==> src/rtl/game_bg_pkg.sv <==
// rtl/game_bg_pkg.sv - shared types, colours and sizing helper for the background layer
package game_bg_pkg;

    typedef logic [7:0] rgb332_t;

    typedef enum logic [1:0] {
        IDLE,
        ARMED,
        FLASH_ON,
        FLASH_OFF
    } flash_state_t;

    localparam rgb332_t RGB_SKY0   = 8'hFC;
    localparam rgb332_t RGB_SKY1   = 8'hF8;
    localparam rgb332_t RGB_SKY2   = 8'hF4;
    localparam rgb332_t RGB_SKY3   = 8'hF0;
    localparam rgb332_t RGB_GROUND = 8'hF0;
    localparam rgb332_t RGB_WHITE  = 8'hFF;
    localparam rgb332_t RGB_BLACK  = 8'h00;

    // Bits needed to hold the values 0..n, never less than one.
    function automatic int cnt_width(input int n);
        return (n < 1) ? 1 : $clog2(n + 1);
    endfunction

endpackage

==> src/rtl/bg_wave_gen.sv <==
// rtl/bg_wave_gen.sv - frame divider driving a triangle-shaped horizon offset
module bg_wave_gen
    import game_bg_pkg::*;
#(
    parameter int  WAVE_AMPL = 4,
    parameter int  FRAME_DIV = 8,
    localparam int OFS_W     = cnt_width(WAVE_AMPL)
) (
    input  logic             clk,
    input  logic             reset,
    input  logic             startOfFrame,
    output logic [OFS_W-1:0] waveOfs
);

    localparam int FD_W = cnt_width(FRAME_DIV);

    logic [FD_W-1:0]  frame_cnt_q, frame_cnt_d;
    logic [OFS_W-1:0] wave_ofs_q, wave_ofs_d;
    logic             wave_down_q, wave_down_d;

    always_comb begin
        frame_cnt_d = frame_cnt_q;
        wave_ofs_d  = wave_ofs_q;
        wave_down_d = wave_down_q;
        if (startOfFrame) begin
            if (frame_cnt_q == FD_W'(FRAME_DIV - 1)) begin
                frame_cnt_d = '0;
                // Direction flips on the step that lands on an end point.
                if (WAVE_AMPL > 0) begin
                    if (wave_down_q) begin
                        wave_ofs_d = wave_ofs_q - OFS_W'(1);
                        if (wave_ofs_q == OFS_W'(1)) begin
                            wave_down_d = 1'b0;
                        end
                    end else begin
                        wave_ofs_d = wave_ofs_q + OFS_W'(1);
                        if (wave_ofs_q == OFS_W'(WAVE_AMPL - 1)) begin
                            wave_down_d = 1'b1;
                        end
                    end
                end
            end else begin
                frame_cnt_d = frame_cnt_q + FD_W'(1);
            end
        end
    end

    always_ff @(posedge clk) begin
        if (reset) begin
            frame_cnt_q <= '0;
            wave_ofs_q  <= '0;
            wave_down_q <= 1'b0;
        end else begin
            frame_cnt_q <= frame_cnt_d;
            wave_ofs_q  <= wave_ofs_d;
            wave_down_q <= wave_down_d;
        end
    end

    assign waveOfs = wave_ofs_q;

endmodule

==> src/rtl/game_background_bitmap.sv <==
// rtl/game_background_bitmap.sv - sky gradient over a bobbing horizon with frame flash effect
module game_background_bitmap
    import game_bg_pkg::*;
#(
    parameter int                    COORD_W      = 11,
    parameter int                    HORIZON_Y    = 80,
    parameter int                    NUM_SHADES   = 4,
    parameter int                    SHADE_SHIFT  = 5,
    parameter logic [NUM_SHADES*8-1:0] SKY_PALETTE = {RGB_SKY3, RGB_SKY2, RGB_SKY1, RGB_SKY0},
    parameter rgb332_t               GROUND_COLOR = RGB_GROUND,
    parameter int                    WAVE_AMPL    = 4,
    parameter int                    FRAME_DIV    = 8,
    parameter rgb332_t               FLASH_COLOR  = RGB_WHITE,
    parameter int                    FLASH_FRAMES = 6
) (
    input  logic               clk,
    input  logic               reset,
    input  logic               startOfFrame,
    input  logic [COORD_W-1:0] offsetX,
    input  logic [COORD_W-1:0] offsetY,
    input  logic               enable,
    input  logic               flashReq,
    output logic               drawingRequest,
    output logic [7:0]         RGBout,
    output logic               flashActive
);

    localparam int OFS_W = cnt_width(WAVE_AMPL);
    localparam int FC_W  = cnt_width(FLASH_FRAMES - 1);

    logic [OFS_W-1:0] wave_ofs;
    flash_state_t     state_q, state_d;
    logic [FC_W-1:0]  flash_cnt_q, flash_cnt_d;
    logic [COORD_W:0] horizon;
    logic [COORD_W-1:0] band;
    rgb332_t          sky_color, pix_color;
    rgb332_t          rgb_q, rgb_d;
    logic             draw_q, draw_d;
    logic             unused_offset_x;

    assign unused_offset_x = ^offsetX;

    bg_wave_gen #(
        .WAVE_AMPL (WAVE_AMPL),
        .FRAME_DIV (FRAME_DIV)
    ) u_wave (
        .clk          (clk),
        .reset        (reset),
        .startOfFrame (startOfFrame),
        .waveOfs      (wave_ofs)
    );

    always_comb begin
        state_d     = state_q;
        flash_cnt_d = flash_cnt_q;
        case (state_q)
            IDLE: begin
                if (flashReq) begin
                    state_d = ARMED;
                end
            end
            ARMED: begin
                if (startOfFrame) begin
                    state_d     = FLASH_ON;
                    flash_cnt_d = FC_W'(FLASH_FRAMES - 1);
                end
            end
            FLASH_ON, FLASH_OFF: begin
                if (startOfFrame) begin
                    if (flash_cnt_q == '0) begin
                        state_d = IDLE;
                    end else begin
                        state_d     = (state_q == FLASH_ON) ? FLASH_OFF : FLASH_ON;
                        flash_cnt_d = flash_cnt_q - FC_W'(1);
                    end
                end
            end
            default: state_d = IDLE;
        endcase
    end

    always_ff @(posedge clk) begin
        if (reset) begin
            state_q     <= IDLE;
            flash_cnt_q <= '0;
        end else begin
            state_q     <= state_d;
            flash_cnt_q <= flash_cnt_d;
        end
    end

    // One extra bit so a horizon near the bottom of the coordinate range cannot wrap.
    assign horizon = (COORD_W + 1)'(HORIZON_Y) + (COORD_W + 1)'(wave_ofs);
    assign band    = offsetY >> SHADE_SHIFT;

    always_comb begin
        sky_color = SKY_PALETTE[(NUM_SHADES-1)*8 +: 8];
        for (int i = 0; i < NUM_SHADES - 1; i++) begin
            if (band == COORD_W'(i)) begin
                sky_color = SKY_PALETTE[i*8 +: 8];
            end
        end
    end

    always_comb begin
        pix_color = GROUND_COLOR;
        if (state_q == FLASH_ON) begin
            pix_color = FLASH_COLOR;
        end else if ({1'b0, offsetY} < horizon) begin
            pix_color = sky_color;
        end
        draw_d = enable;
        rgb_d  = enable ? pix_color : RGB_BLACK;
    end

    always_ff @(posedge clk) begin
        if (reset) begin
            draw_q <= 1'b0;
            rgb_q  <= RGB_BLACK;
        end else begin
            draw_q <= draw_d;
            rgb_q  <= rgb_d;
        end
    end

    assign drawingRequest = draw_q;
    assign RGBout         = rgb_q;
    assign flashActive    = (state_q == FLASH_ON) || (state_q == FLASH_OFF);

endmodule
==> config.mk <==
export PLATFORM = sky130hd
export DESIGN_NAME = game_background_bitmap
export DESIGN_NICKNAME = d
export VERILOG_FILES = /design/src/rtl/game_bg_pkg.sv /design/src/rtl/bg_wave_gen.sv /design/src/rtl/game_background_bitmap.sv
export SDC_FILE = /design/constraint.sdc
export NUM_CORES = 1
export LEC_CHECK = 0
export CORE_ASPECT_RATIO = 0.5
export CORE_MARGIN = 4
export CORE_UTILIZATION = 35
export DETAILED_ROUTE_END_ITERATION = 8
export DONT_BUFFER_PORTS = 1
export HOLD_SLACK_MARGIN = 0.03
export SLEW_MARGIN = 20
export SYNTH_ARGS = -nofsm -noshare
export SYNTH_HDL_FRONTEND = slang
export SYNTH_HIERARCHICAL = 1
export SYNTH_SLANG_ARGS = --single-unit
==> constraint.sdc <==
create_clock -name clk -period 1.3 [get_ports clk]
set_input_delay 0.13 -clock clk [delete_from_list [all_inputs] [get_ports clk]]
set_output_delay 0.13 -clock clk [all_outputs]
set_load 0.03 [all_outputs]
# Yosys cells after proc, flatten, opt, wreduce, memory -nomap -nowiden
# Cells that the tools add are included.
dict set report totals {
  output_inout_bits 10
  word_cells 56
  memories 0
  ff_bits 22
  mem_bits_ro 0
  latch_bits 0
  mem_bits_rw 0
  inputBits 27
}
dict set report classes {
  multipliers 0
  n_reduce_logical 10
  mux 20
  order_cmp 1
  n_eq_ne 12
  n_div 0
  add_sub_neg 5
  shifts 0
  n_bitwise 1
}
# op count
set op_table {}
lappend op_table {{$mux 8} 4}
lappend op_table {{$mux 3} 4}
lappend op_table {{$logic_not 11->1} 1}
lappend op_table {{$lt 11x8->1} 1}
lappend op_table {{$add 7x3->8 const A} 1}
lappend op_table {{$mux 2} 4}
lappend op_table {{$mux 4} 2}
lappend op_table {{$ne 2x2->1 const B} 4}
lappend op_table {{$eq 6x1->1 const B} 1}
lappend op_table {{$eq 6x2->1 const B} 1}
lappend op_table {{$pmux 2 s3} 1}
lappend op_table {{$pmux 3 s2} 1}
lappend op_table {{$sub 3x1->3 const B} 2}
lappend op_table {{$add 4x1->4 const B} 1}
lappend op_table {{$eq 2x2->1 const B} 2}
lappend op_table {{$eq 4x3->1 const B} 1}
lappend op_table {{$mux 1} 4}
lappend op_table {{$reduce_and 4->1} 1}
lappend op_table {{$reduce_or 2->1} 2}
lappend op_table {{$add 3x1->3 const B} 1}
lappend op_table {{$eq 3x1->1 const B} 1}
lappend op_table {{$eq 3x2->1 const B} 1}
lappend op_table {{$logic_not 3->1} 1}
lappend op_table {{$reduce_and 3->1} 1}
lappend op_table {{6 further kinds} 6}

# Depth between registers and ports, before layout
# Gate-level depths: netlist of run 1.
dict set report logic_depth {
  depth_word 6
  ltp_mapped 5
  depth_no_buf 5
}

# By module
# The synthesis of run 1 kept the hierarchy.
# mod instances seq_area_each_um2 area_per_inst_um2 cells_each
set by_module_without_submodules {}
lappend by_module_without_submodules {game_background_bitmap 1 200.2 554.3 61}
lappend by_module_without_submodules {bg_wave_gen 1 160.2 410.4 44}

# Worst setup path after synthesis of run 1
# OpenSTA, ideal clock, no wires.
dict set report synth_path {
  path_kind {reg2reg}
  startpoint {register u_wave.frame_cnt_q[0]}
  endpoint {register u_wave.wave_down_q}
  period_less_slack_ns 1.197
  stages_incl_launch_ff 6
  slack_ns 0.103
  n_path_buf 1
  setup_ns 0.064
  arrival_ns 1.133
  t_required_ns 1.236
  cell_sequence {dfxtp_1 ha_1 and4b_1 buf_6 a41o_1 nor2_1}
}
dict set report synth_via {
  elab_chain_len 2
}
# item line
set synth_lines {}
lappend synth_lines {{start: declaration} bg_wave_gen.sv:17} ;# logic [FD_W-1:0] frame_cnt_q, frame_cnt_d;
lappend synth_lines {{start signal: assignment} bg_wave_gen.sv:54} ;# frame_cnt_q <= frame_cnt_d;
lappend synth_lines {{$eq 4x3->1} bg_wave_gen.sv:26} ;# if (frame_cnt_q == FD_W'(FRAME_DIV - 1)) begin
lappend synth_lines {{$reduce_and 2->1 (no line)} -}
lappend synth_lines {{end signal: assignment} bg_wave_gen.sv:56} ;# wave_down_q <= wave_down_d;
lappend synth_lines {{end: declaration} bg_wave_gen.sv:19} ;# logic wave_down_q, wave_down_d;
# Every way passes these cells.
# A chain may end at the register's enable or synchronous reset.

# Final worst setup path of run 1
dict set report layout_path {
  startpoint {register u_wave.wave_ofs_q[0] (netlist: u_wave/waveOfs[0])}
  endpoint {register u_wave.wave_ofs_q[2] (netlist: u_wave/waveOfs[2])}
}
dict set report layout_via {
  elab_chain_len 2
  elab_cells_between_ends 3
  classes_between {2 x add/sub; 1 x mux}
}
# item line
set layout_lines {}
lappend layout_lines {{start: declaration} bg_wave_gen.sv:18} ;# logic [OFS_W-1:0] wave_ofs_q, wave_ofs_d;
lappend layout_lines {{start signal: assignment} bg_wave_gen.sv:55} ;# wave_ofs_q <= wave_ofs_d;
lappend layout_lines {{$add 3x1->3 / $sub 3x1->3 (equally long branches)} {bg_wave_gen.sv:36, bg_wave_gen.sv:31}}
lappend layout_lines {{$mux 3 (*)} bg_wave_gen.sv:30} ;# if (wave_down_q) begin
# Mark *: on every way between the ends. The rest lies on a longest branch, timed or not.

==> results of run 1 <==
-- synthesized netlist by cell type, drive strengths merged --
cell	instances	area share (%)
dfxtp	18	37
inv	10	3.9
nor2	10	3.9
ha	9	12
buf	7	6.6
a21oi	6	3.1
nand2	6	2.3
a211oi	5	4.4
nor2b	3	1.9
xnor2	3	2.7
a31oi	2	1.3
a41o	2	2.1
clkbuf	2	0.78
mux2i	2	2.1
nand2b	2	1.3
nand4	2	1.3
nor3	2	1.0
a221oi	1	0.91
a31o	1	0.91
a32oi	1	0.91
and2b	1	0.78
and4b	1	1.0
and4bb	1	1.3
nand3	1	0.52
nand3b	1	0.78
nor4	1	0.65
o21a	1	1.6
o21ai	1	0.52
o21bai	1	0.78
or3	1	0.65
xor2	1	0.91
-- stage by stage --
step                      cells  hold WS [ns]
after floorplan             105         0.231
after global placement      139         0.203
after detailed placement    139         0.207
after CTS                   145       -0.0741
after global routing        145       -0.0829
final                       145       -0.0696
-- sequential cells by signal (all words and copies together) (netlist names) --
register	flops
u_wave/frame_cnt_q	4
u_wave/wave_down_q	1
drawingRequest	1
state_q	2
u_wave/waveOfs	3
flash_cnt_q	3
RGBout	4
-- worst paths after layout --
check / endpoint / depth (start not counted) / slack [ns] / start
max: u_wave/waveOfs[2] / 5 / 0.05 / u_wave/waveOfs[0]
min: u_wave/waveOfs[2] / 1 / -0.07 / reset
max reg2reg: u_wave/waveOfs[2] / 5 / 0.05 / u_wave/waveOfs[0]
min reg2reg: u_wave/frame_cnt_q[3] / 2 / 0.46 / u_wave/frame_cnt_q[3]
-- layout by cell type, fill, tap and decap left out, types with 2 or more instances in the layout --
cell type                        n
sky130_fd_sc_hd__inv_1          10
sky130_fd_sc_hd__nor2_1         10
sky130_fd_sc_hd__ha_1            9
sky130_fd_sc_hd__nand2_1         6
sky130_fd_sc_hd__dlygate4sd3_1   2
sky130_fd_sc_hd__clkbuf_8        4
sky130_fd_sc_hd__dfxtp_2         4
sky130_fd_sc_hd__mux2i_1         2
sky130_fd_sc_hd__nand2b_1        2
sky130_fd_sc_hd__nand4_1         2
sky130_fd_sc_hd__a21oi_1         6
sky130_fd_sc_hd__nor3_1          2
sky130_fd_sc_hd__a211oi_1        3
sky130_fd_sc_hd__nor2b_1         3
sky130_fd_sc_hd__xnor2_1         3
sky130_fd_sc_hd__a31oi_1         2
sky130_fd_sc_hd__dfxtp_1        14
sky130_fd_sc_hd__a41o_1          2
sky130_fd_sc_hd__a211oi_2        2
sky130_fd_sc_hd__buf_4           5
-- per-layer routing --
layer | vias to the layer above | track usage (%) | part of all wire, %
met2 | 9 | 18.9 | 50
met3 | 2 | 3.78 | 3.6
met1 | 319 | 11.6 | 46
li1 | 364 | - | -
met4 | 0 | 3.31 | 1.0
met5 | - | 0 | 0
-- critical path, cell delays in order (launching register included) --
cell and delay [ns]:
sky130_fd_sc_hd__dfxtp_2 0.35, sky130_fd_sc_hd__ha_1 0.20, sky130_fd_sc_hd__ha_1 0.27, sky130_fd_sc_hd__nor2_1 0.04
sky130_fd_sc_hd__a32oi_1 0.18, sky130_fd_sc_hd__a31oi_1 0.10
-- power breakdown --
part | internal (uW) | switching [uW] | total (uW)
clock | 269 | 189 | 458
combinational | 65.1 | 68.3 | 133
sequential | 578 | 28.7 | 606
-- logic make-up (layout without fill, tap and decap cells) --
kind of cell | count (synthesis) | after routing | synth area share, %
and+or+nand+nor | 32 | 32 | 17.5
AOI/OAI and AO/OA | 21 | 21 | 16.5
buffers and inverters | 19 | 22 | 11.3
DFF | 18 | 18 | 37.4
adders and majority gates | 9 | 9 | 11.7
xor gates and xnor gates | 4 | 4 | 3.63
muxes | 2 | 2 | 2.08
-- area by class of cell --
| type | instances | share of cell area [%] |
|---|---|---|
| Tap cell | 37 | 4.31 |
| Sequential cell | 18 | 34.0 |
| Timing Repair Buffer | 8 | 6.41 |
| Clock buffer | 4 | 5.13 |
| Inverter | 10 | 3.50 |
| Multi-Input combinational cell | 68 | 46.6 |
-- repair_timing --
| item | CTS | global route |
|---|---|---|
| resized for setup | 0 | 7 |
| endpoints found under the setup margin | 0 | 4 |
| endpoints found under the hold margin | 14 | 11 |
==> Implementation_results.wiki, run 1 <==
{| class="wikitable"
! Metric !! Value
|-
| Synth-to-layout area growth || 11.3%
|-
| Slew of the pin with the lowest slew margin || 0.353 ns
|-
| DR vias/cell || 4.79
|-
| Register Area || 365 um2
|-
| Filler Cells Inserted || 267
|-
| CTS Buf Count || 3
|-
| Total of warnings raised by yosys || 6
|-
| Multi-input gate area || 500 um2
|-
| Initial antenna violation count || 0
|-
| Setup clock skew after layout || 0.00320 ns
|-
| Violations in the final reports || negative hold slack
|-
| Total global-route track usage || 10.5%
|-
| IO buf count || 0
|-
| Maximum frequency from static timing analysis || 0.799 GHz
|-
| RePlAce Congestion || 0.757
|-
| Number of antenna repair diodes || 0
|-
| Summed negative setup slack over all endpoints || 0 ns
|-
| Die Y-Extent || 45.1 um
|-
| Flop and latch count out of synthesis || 18
|-
| Status || complete, but fails checks
|-
| Mean instance size in the synthesized netlist || 9.19 um2
|-
| Clock Latency Late Sink || 0.25 ns
|-
| Number of setup buffers added after CTS || 0
|-
| Width of the die || 82.2 um
|-
| Ports placed on the boundary || 37
|-
| Die area || 0.00371 mm2
|-
| Number of unique standard cell types used by synthesis || 33
|-
| Crit path max fanout || 5
|-
| Crit path launch type || register
|-
| Share of synthesized area occupied by flip-flops and latches || 37.4%
|-
| Cell Area, Synth || 965 um2
|-
| CTS tree || yes
|-
| Effective utilization at floorplan || 36.8%
|-
| Pwr Total || 1200 uW
|-
| Leakage power || 0.000431 uW
|-
| Core Rows || 13
|-
| Clock net sink count || 18
|-
| RSZ-0062 raised after global routing || false
|-
| Fraction of layout cells with a size suffix above 1 || 16.7%
|-
| Power density relative to cell area || 1120 mW/mm2
|-
| Final routed DRC violation total || 0
|-
| Final Util || 41.0%
|-
| Total wirelength of the detailed-routed design || 1640 um
|-
| Final slew viol count || 0
|-
| Length of the first detailed-routing pass in iterations || 4
|-
| Core box area || 0.00262 mm2
|-
| Maximum capacitance violations || 0
|-
| Maximum count of clock buffers along a single path || 2
|-
| DP Wirelength || 1180 um
|-
| Grt ovf || 0
|-
| Remaining antenna violation count || 0
|-
| IR Drop Worst-Case VDD || 427 uV
|-
| Count of final setup violators || 0
|-
| Required time at the endpoint of the critical path || 1.44 ns
|-
| Layout net count || 145
|-
| Type of the tightest min-delay check || in2reg
|-
| Routed WL per cell || 11.3 um
|-
| Placed Area || 985 um2
|-
| Hold-fix buffers at CTS || 2
|-
| Gate count after technology mapping || 105
|-
| Clock period minus final worst setup slack || 1.25 ns
|-
| Buffer cell driving the clock tree root || sky130_fd_sc_hd__clkbuf_8
|-
| Summed area of non-filler cells in the final layout || 0.00107 mm2
|-
| Final Hold Violating Endpoints || 10
|-
| Pre-CTS WS || 0.0557 ns
|-
| Crit end category || register
|-
| Worst Slack Setup Final || 0.0486 ns
|-
| Portion of the clock cycle consumed by the worst path in the final layout || 96.3%
|-
| Critical path arrival || 1.39 ns
|-
| H-Tree Level Count || 1
|-
| Largest net degree at the start of global routing || 18
|-
| Critical path class || reg2reg
|-
| Hold Slack || -0.0696 ns
|-
| Vias || 694
|-
| Number of nets produced by synthesis || 141
|-
| Headroom to the max-slew limit || 76.3%
|-
| First-pass GRT wire length || 2940 um
|-
| Clock slew at the register clock pins of the worst setup and hold paths || 0.07 ns
|-
| Number of global-route vias before repair || 682
|-
| Drt first-iter violations || 13
|}
No activity file was read; power rests on OpenSTA's default activity.
==> run 2: changes to the inputs <==
Settings changed: CORE_ASPECT_RATIO 0.5 to not set, CORE_UTILIZATION 35 to 60, PLACE_DENSITY set to 0.76.
==> Implementation_results.wiki, run 2 (synthesis gave the netlist of run 1 again) <==
{| class="wikitable"
! Metric !! Value
|-
| Clock slew at the register clock pins of the worst setup and hold paths || 0.10 ns
|-
| Clock Latency Late Sink || 0.29 ns
|-
| Delay of the slowest cell on the worst path || 0.36 ns
|-
| Type of the tightest min-delay check || in2reg
|-
| Count of non-filler cells in the finished layout || 129
|-
| CTS Buf Count || 3
|-
| Most used cells in the layout excluding fill and tap cells || sky130_fd_sc_hd__dfxtp_1, sky130_fd_sc_hd__inv_1, sky130_fd_sc_hd__nor2_1, sky130_fd_sc_hd__ha_1, sky130_fd_sc_hd__dlygate4sd3_1
|-
| Final slew viol count || 0
|-
| Grt ovf || 0
|-
| Final routed DRC violation total || 0
|-
| Effective utilization at floorplan || 64.0%
|-
| Clock net sink count || 18
|-
| RePlAce Congestion || 0.625
|-
| Ports placed on the boundary || 37
|-
| Clock period minus final worst setup slack || 1.24 ns
|-
| IR Drop Worst-Case VDD || 1110 uV
|-
| Die Y-Extent || 48.1 um
|-
| Maximum count of clock buffers along a single path || 2
|-
| Final Hold Violating Endpoints || 0
|-
| H-Tree Level Count || 1
|-
| Power density relative to cell area || 1020 mW/mm2
|-
| Die area || 0.00231 mm2
|-
| Multi-input gate area || 507 um2
|-
| Crit end category || register
|-
| Crit path max fanout || 5
|-
| IO buf count || 0
|-
| Summed area of non-filler cells in the final layout || 0.00108 mm2
|-
| Summed negative setup slack over all endpoints || 0 ns
|-
| Fraction of layout cells with a size suffix above 1 || 12.4%
|-
| Critical-path top delay cell || sky130_fd_sc_hd__dfxtp_2
|-
| CTS tree || yes
|-
| Cell Chain, Critical Path || ha_1 -> ha_1 -> nor2_1 -> a32oi_1 -> a31oi_1
|-
| Leakage power || 0.000437 uW
|-
| Critical path arrival || 1.41 ns
|-
| Total global-route track usage || 16.9%
|-
| Total wirelength of the detailed-routed design || 1800 um
|-
| Commonest non-fill, non-tap cell in the layout || sky130_fd_sc_hd__dfxtp_1
|-
| Largest net degree at the start of global routing || 14
|-
| Vias || 727
|-
| DP Wirelength || 1120 um
|-
| Number of global-route vias before repair || 636
|-
| Required time at the endpoint of the critical path || 1.47 ns
|-
| Buffer cell driving the clock tree root || sky130_fd_sc_hd__clkbuf_4
|-
| Register Area || 364 um2
|-
| Number of antenna repair diodes || 0
|-
| Routed WL per cell || 13.9 um
|-
| Placed Area || 936 um2
|-
| Headroom to the max-slew limit || 62.4%
|-
| DR vias/cell || 5.64
|-
| Critical Path Most Common Cell || sky130_fd_sc_hd__ha_1
|-
| Filler Cells Inserted || 112
|-
| Setup clock skew after layout || 0.00302 ns
|-
| Count of final setup violators || 0
|-
| Status || finished, final reports clean
|-
| Layout net count || 150
|-
| Slew of the pin with the lowest slew margin || 0.563 ns
|-
| First-pass GRT wire length || 2740 um
|-
| Core Rows || 14
|-
| Initial antenna violation count || 0
|-
| Critical path class || reg2reg
|-
| Family of cells with the greatest summed delay on the critical path || adder cells
|-
| Length of the first detailed-routing pass in iterations || 4
|-
| Number of buffers and inverters on the critical path || 0
|-
| RSZ-0062 raised after global routing || true
|-
| Maximum capacitance violations || 0
|-
| Portion of the clock cycle consumed by the worst path in the final layout || 95.5%
|-
| Crit path launch type || register
|-
| Drt first-iter violations || 14
|-
| Cell count after placement || 115
|-
| Hold Slack || 0.0439 ns
|-
| Number of setup buffers added after CTS || 0
|-
| Maximum frequency from static timing analysis || 0.806 GHz
|-
| Width of the die || 48.1 um
|-
| Synth-to-layout area growth || 11.7%
|-
| Remaining antenna violation count || 0
|-
| Core box area || 0.00151 mm2
|}
run 2: changes by cell type in the layout (fill, tap and decap cells not counted), sizes merged:
cell	previous run	this run
and4b	1	2
buf	6	3
dlygate4sd3	2	9
run 2: layout make-up:
type                       instances  share of cell area, %
clock buffer                       4                   3.37
inverter                          10                   3.48
multi-input combinational         69                   47.0
sequential                        18                   33.8
tap                               16                   1.86
timing repair buffer              12                   10.5
run 2: worst paths after layout:
kind	startpoint	to	slack (ns)	cells after the start
worst max-delay path	u_wave/waveOfs[0]	u_wave/waveOfs[2]	0.06	5
worst min-delay path	offsetY[6]	RGBout[2]	0.04	3
worst max register to register	u_wave/waveOfs[0]	u_wave/waveOfs[2]	0.06	5
worst min register to register	u_wave/frame_cnt_q[3]	u_wave/frame_cnt_q[3]	0.50	2
run 2: worst register-to-register path: stages (launching register included):
cell	delay [ns]
sky130_fd_sc_hd__dfxtp_2	0.36
sky130_fd_sc_hd__ha_1	0.20
sky130_fd_sc_hd__ha_1	0.27
sky130_fd_sc_hd__nor2_1	0.04
sky130_fd_sc_hd__a32oi_1	0.16
sky130_fd_sc_hd__a31oi_1	0.10
run 2: timing repair:
| action | in CTS | in global routing |
|---|---|---|
| endpoints found under the hold margin | 16 | 0 |
| resized for setup | 1 | 3 |
| hold buffers | 9 | 0 |
| cloned | 0 | 1 |
| pin swaps | 0 | 1 |
| setup endpoints to repair | 1 | 4 |
run 2: stage by stage:
stage	setup WS (ns)	utilization, %	power [uW]
after global placement	0.0285	62.1	738
final	0.0590	71.5	1100
after floorplan	0.103	-	738
after CTS	0.0260	70.6	1100
after global routing	-0.0264	71.5	1150
after detailed placement	0.00302	62.1	742
run 2: where the power goes:
part / switching [uW] / leakage, uW / internal (uW)
Combinational: 78.4 / 0.000268 / 76.4
Sequential: 31.8 / 0.000148 / 576
Clock: 164 / 0.0000210 / 171
Total: 275 / 0.000437 / 823
run 2: routing by layer:
layer | global-route usage, % | share of wire [%]
met2 | 30.1 | 47
met5 | 0 | 0
met1 | 19.2 | 42
met4 | 1.61 | 0.61
met3 | 7.75 | 10
==> run 3: changes to the inputs <==
Settings changed: CORE_UTILIZATION 60 to 54, PLACE_DENSITY 0.76 to 0.72.
Clock period 1.3 ns to 1.1 ns, I/O delays scaled along.
==> Implementation_results.wiki, run 3 (synthesis gave the netlist of run 1 again) <==
{| class="wikitable"
! Metric !! Value
|-
| Setup clock skew after layout || 0.00202 ns
|-
| Commonest non-fill, non-tap cell in the layout || sky130_fd_sc_hd__buf_4
|-
| Filler Cells Inserted || 107
|-
| Crit path max fanout || 4
|-
| Remaining antenna violation count || 0
|-
| Most used cells in the layout excluding fill and tap cells || sky130_fd_sc_hd__buf_4, sky130_fd_sc_hd__dfxtp_1, sky130_fd_sc_hd__nor2_1, sky130_fd_sc_hd__dlygate4sd3_1, sky130_fd_sc_hd__inv_1
|-
| Register-to-Register Path Depth || 5
|-
| Count of cells along the worst hold path || 1
|-
| Drt first-iter violations || 2
|-
| First-pass GRT wire length || 3830 um
|-
| Clock slew at the register clock pins of the worst setup and hold paths || 0.10 ns
|-
| Fraction of layout cells with a size suffix above 1 || 43.0%
|-
| Final Util || 79.2%
|-
| Headroom to the max-slew limit || 77.8%
|-
| Violations in the final reports || negative hold slack, negative setup slack
|-
| Die area || 0.00253 mm2
|-
| Buffer cell driving the clock tree root || sky130_fd_sc_hd__clkbuf_4
|-
| RePlAce Congestion || 0.808
|-
| Pre-CTS WS || -0.176 ns
|-
| Routed WL per cell || 17.1 um
|-
| Count of final setup violators || 11
|-
| End of the worst register-to-register path || u_wave/waveOfs[2]
|-
| Required time at the endpoint of the critical path || 1.27 ns
|-
| Pwr Total || 1400 uW
|-
| Clock Latency Late Sink || 0.29 ns
|-
| Initial antenna violation count || 0
|-
| Number of global-route vias before repair || 890
|-
| Maximum capacitance violations || 0
|-
| Hold Slack || -0.139 ns
|-
| Length of the first detailed-routing pass in iterations || 4
|-
| Final slew viol count || 0
|-
| Hold-fix buffers at CTS || 9
|-
| Leakage power || 0.000529 uW
|-
| Reg2reg start || u_wave/waveOfs[1]
|-
| Clock net sink count || 18
|-
| Clock period minus final worst setup slack || 1.25 ns
|-
| Type of the tightest min-delay check || in2reg
|-
| Worst hold path endpoint || u_wave/waveOfs[1]
|-
| Core box area || 0.00171 mm2
|-
| IO buf count || 0
|-
| DR vias/cell || 5.55
|-
| Status || complete, but fails checks
|-
| Final routed DRC violation total || 0
|-
| Critical path arrival || 1.42 ns
|-
| Synth-to-layout area growth || 40.2%
|-
| Die Y-Extent || 50.3 um
|-
| Count of non-filler cells in the finished layout || 153
|-
| Effective utilization at floorplan || 56.5%
|-
| CTS tree || yes
|-
| Layout net count || 165
|-
| Power density relative to cell area || 1030 mW/mm2
|-
| Core Rows || 15
|-
| Cell count after placement || 135
|-
| RSZ-0062 raised after global routing || true
|-
| Critical path class || reg2reg
|-
| Grt ovf || 0
|-
| Crit end category || register
|-
| IR Drop Worst-Case VDD || 691 uV
|-
| H-Tree Level Count || 1
|-
| Multi-input gate area || 626 um2
|-
| Crit path launch type || register
|-
| Largest net degree at the start of global routing || 18
|-
| Register Area || 373 um2
|-
| Number of antenna repair diodes || 0
|-
| Total global-route track usage || 19.9%
|-
| Worst Slack Setup Final || -0.149 ns
|-
| Worst hold path startpoint || reset
|-
| Ports placed on the boundary || 37
|-
| Slack of the worst reg-to-reg path || -0.15 ns
|-
| Maximum count of clock buffers along a single path || 2
|-
| DP Wirelength || 1350 um
|-
| Total wirelength of the detailed-routed design || 2620 um
|-
| Vias || 849
|-
| Maximum frequency from static timing analysis || 0.801 GHz
|-
| CTS Buf Count || 3
|-
| Width of the die || 50.3 um
|-
| Portion of the clock cycle consumed by the worst path in the final layout || 114%
|-
| Slew of the pin with the lowest slew margin || 0.330 ns
|-
| Final Hold Violating Endpoints || 12
|}
run 3: area by class of cell:
cell class | instances | area share, %
clock buffers | 4 | 2.68
inverters | 10 | 2.78
multi-input cells | 68 | 46.3
flip-flops and latches | 18 | 27.6
well taps | 25 | 2.31
repair buffers | 28 | 18.4
run 3: worst max-delay path, cell delays in order, from the launching register on:
cell	delay, ns
sky130_fd_sc_hd__dfxtp_2	0.37
sky130_fd_sc_hd__ha_4	0.18
sky130_fd_sc_hd__ha_4	0.26
sky130_fd_sc_hd__nor2_1	0.04
sky130_fd_sc_hd__a32oi_1	0.17
sky130_fd_sc_hd__a31oi_1	0.12
run 3: how the worst max path moves through the flow:
stage / startpoint / endpoint / slack, ns / cells past startpoint
2_1_floorplan: u_wave/frame_cnt_q[1] / u_wave/waveOfs[2] / -0.03 / 5
3_3_place_gp: u_wave/frame_cnt_q[0] / u_wave/wave_down_q / -0.1 / 4
3_5_place_dp: u_wave/frame_cnt_q[1] / u_wave/waveOfs[2] / -0.18 / 4
4_1_cts: u_wave/waveOfs[1] / u_wave/waveOfs[2] / -0.12 / 5
5_1_grt: u_wave/waveOfs[1] / u_wave/waveOfs[2] / -0.19 / 5
6_report: u_wave/waveOfs[1] / u_wave/waveOfs[2] / -0.15 / 5
run 3: layer usage:
| metal | routed length, um | up-vias | track usage [%] |
|---|---|---|---|
| met5 | 0 | - | 0 |
| met4 | 58 | 0 | 7.37 |
| met3 | 119 | 6 | 3.86 |
| met2 | 1410 | 30 | 39.1 |
| met1 | 1040 | 408 | 20.0 |
| li1 | - | 405 | - |
run 3: where the power goes:
part	total, uW	internal [uW]	switching, uW
clock	410	202	208
combinational	262	141	121
sequential	724	683	41.2
run 3: what timing repair did:
action	in CTS	in global routing
cloned	0	0
buffers inserted	3	3
hold endpoints to repair	16	12
setup endpoints to repair	10	13
gates resized for setup	17	12
pin swaps	8	12
run 3: metrics by stage:
stage	setup TNS, ns	instance area (um2)
3_3_place_gp	-0.424	1050
3_5_place_dp	-0.734	1050
5_1_grt	-1.51	1350
4_1_cts	-0.584	1280
2_1_floorplan	-0.0551	973
6_report	-0.812	1350
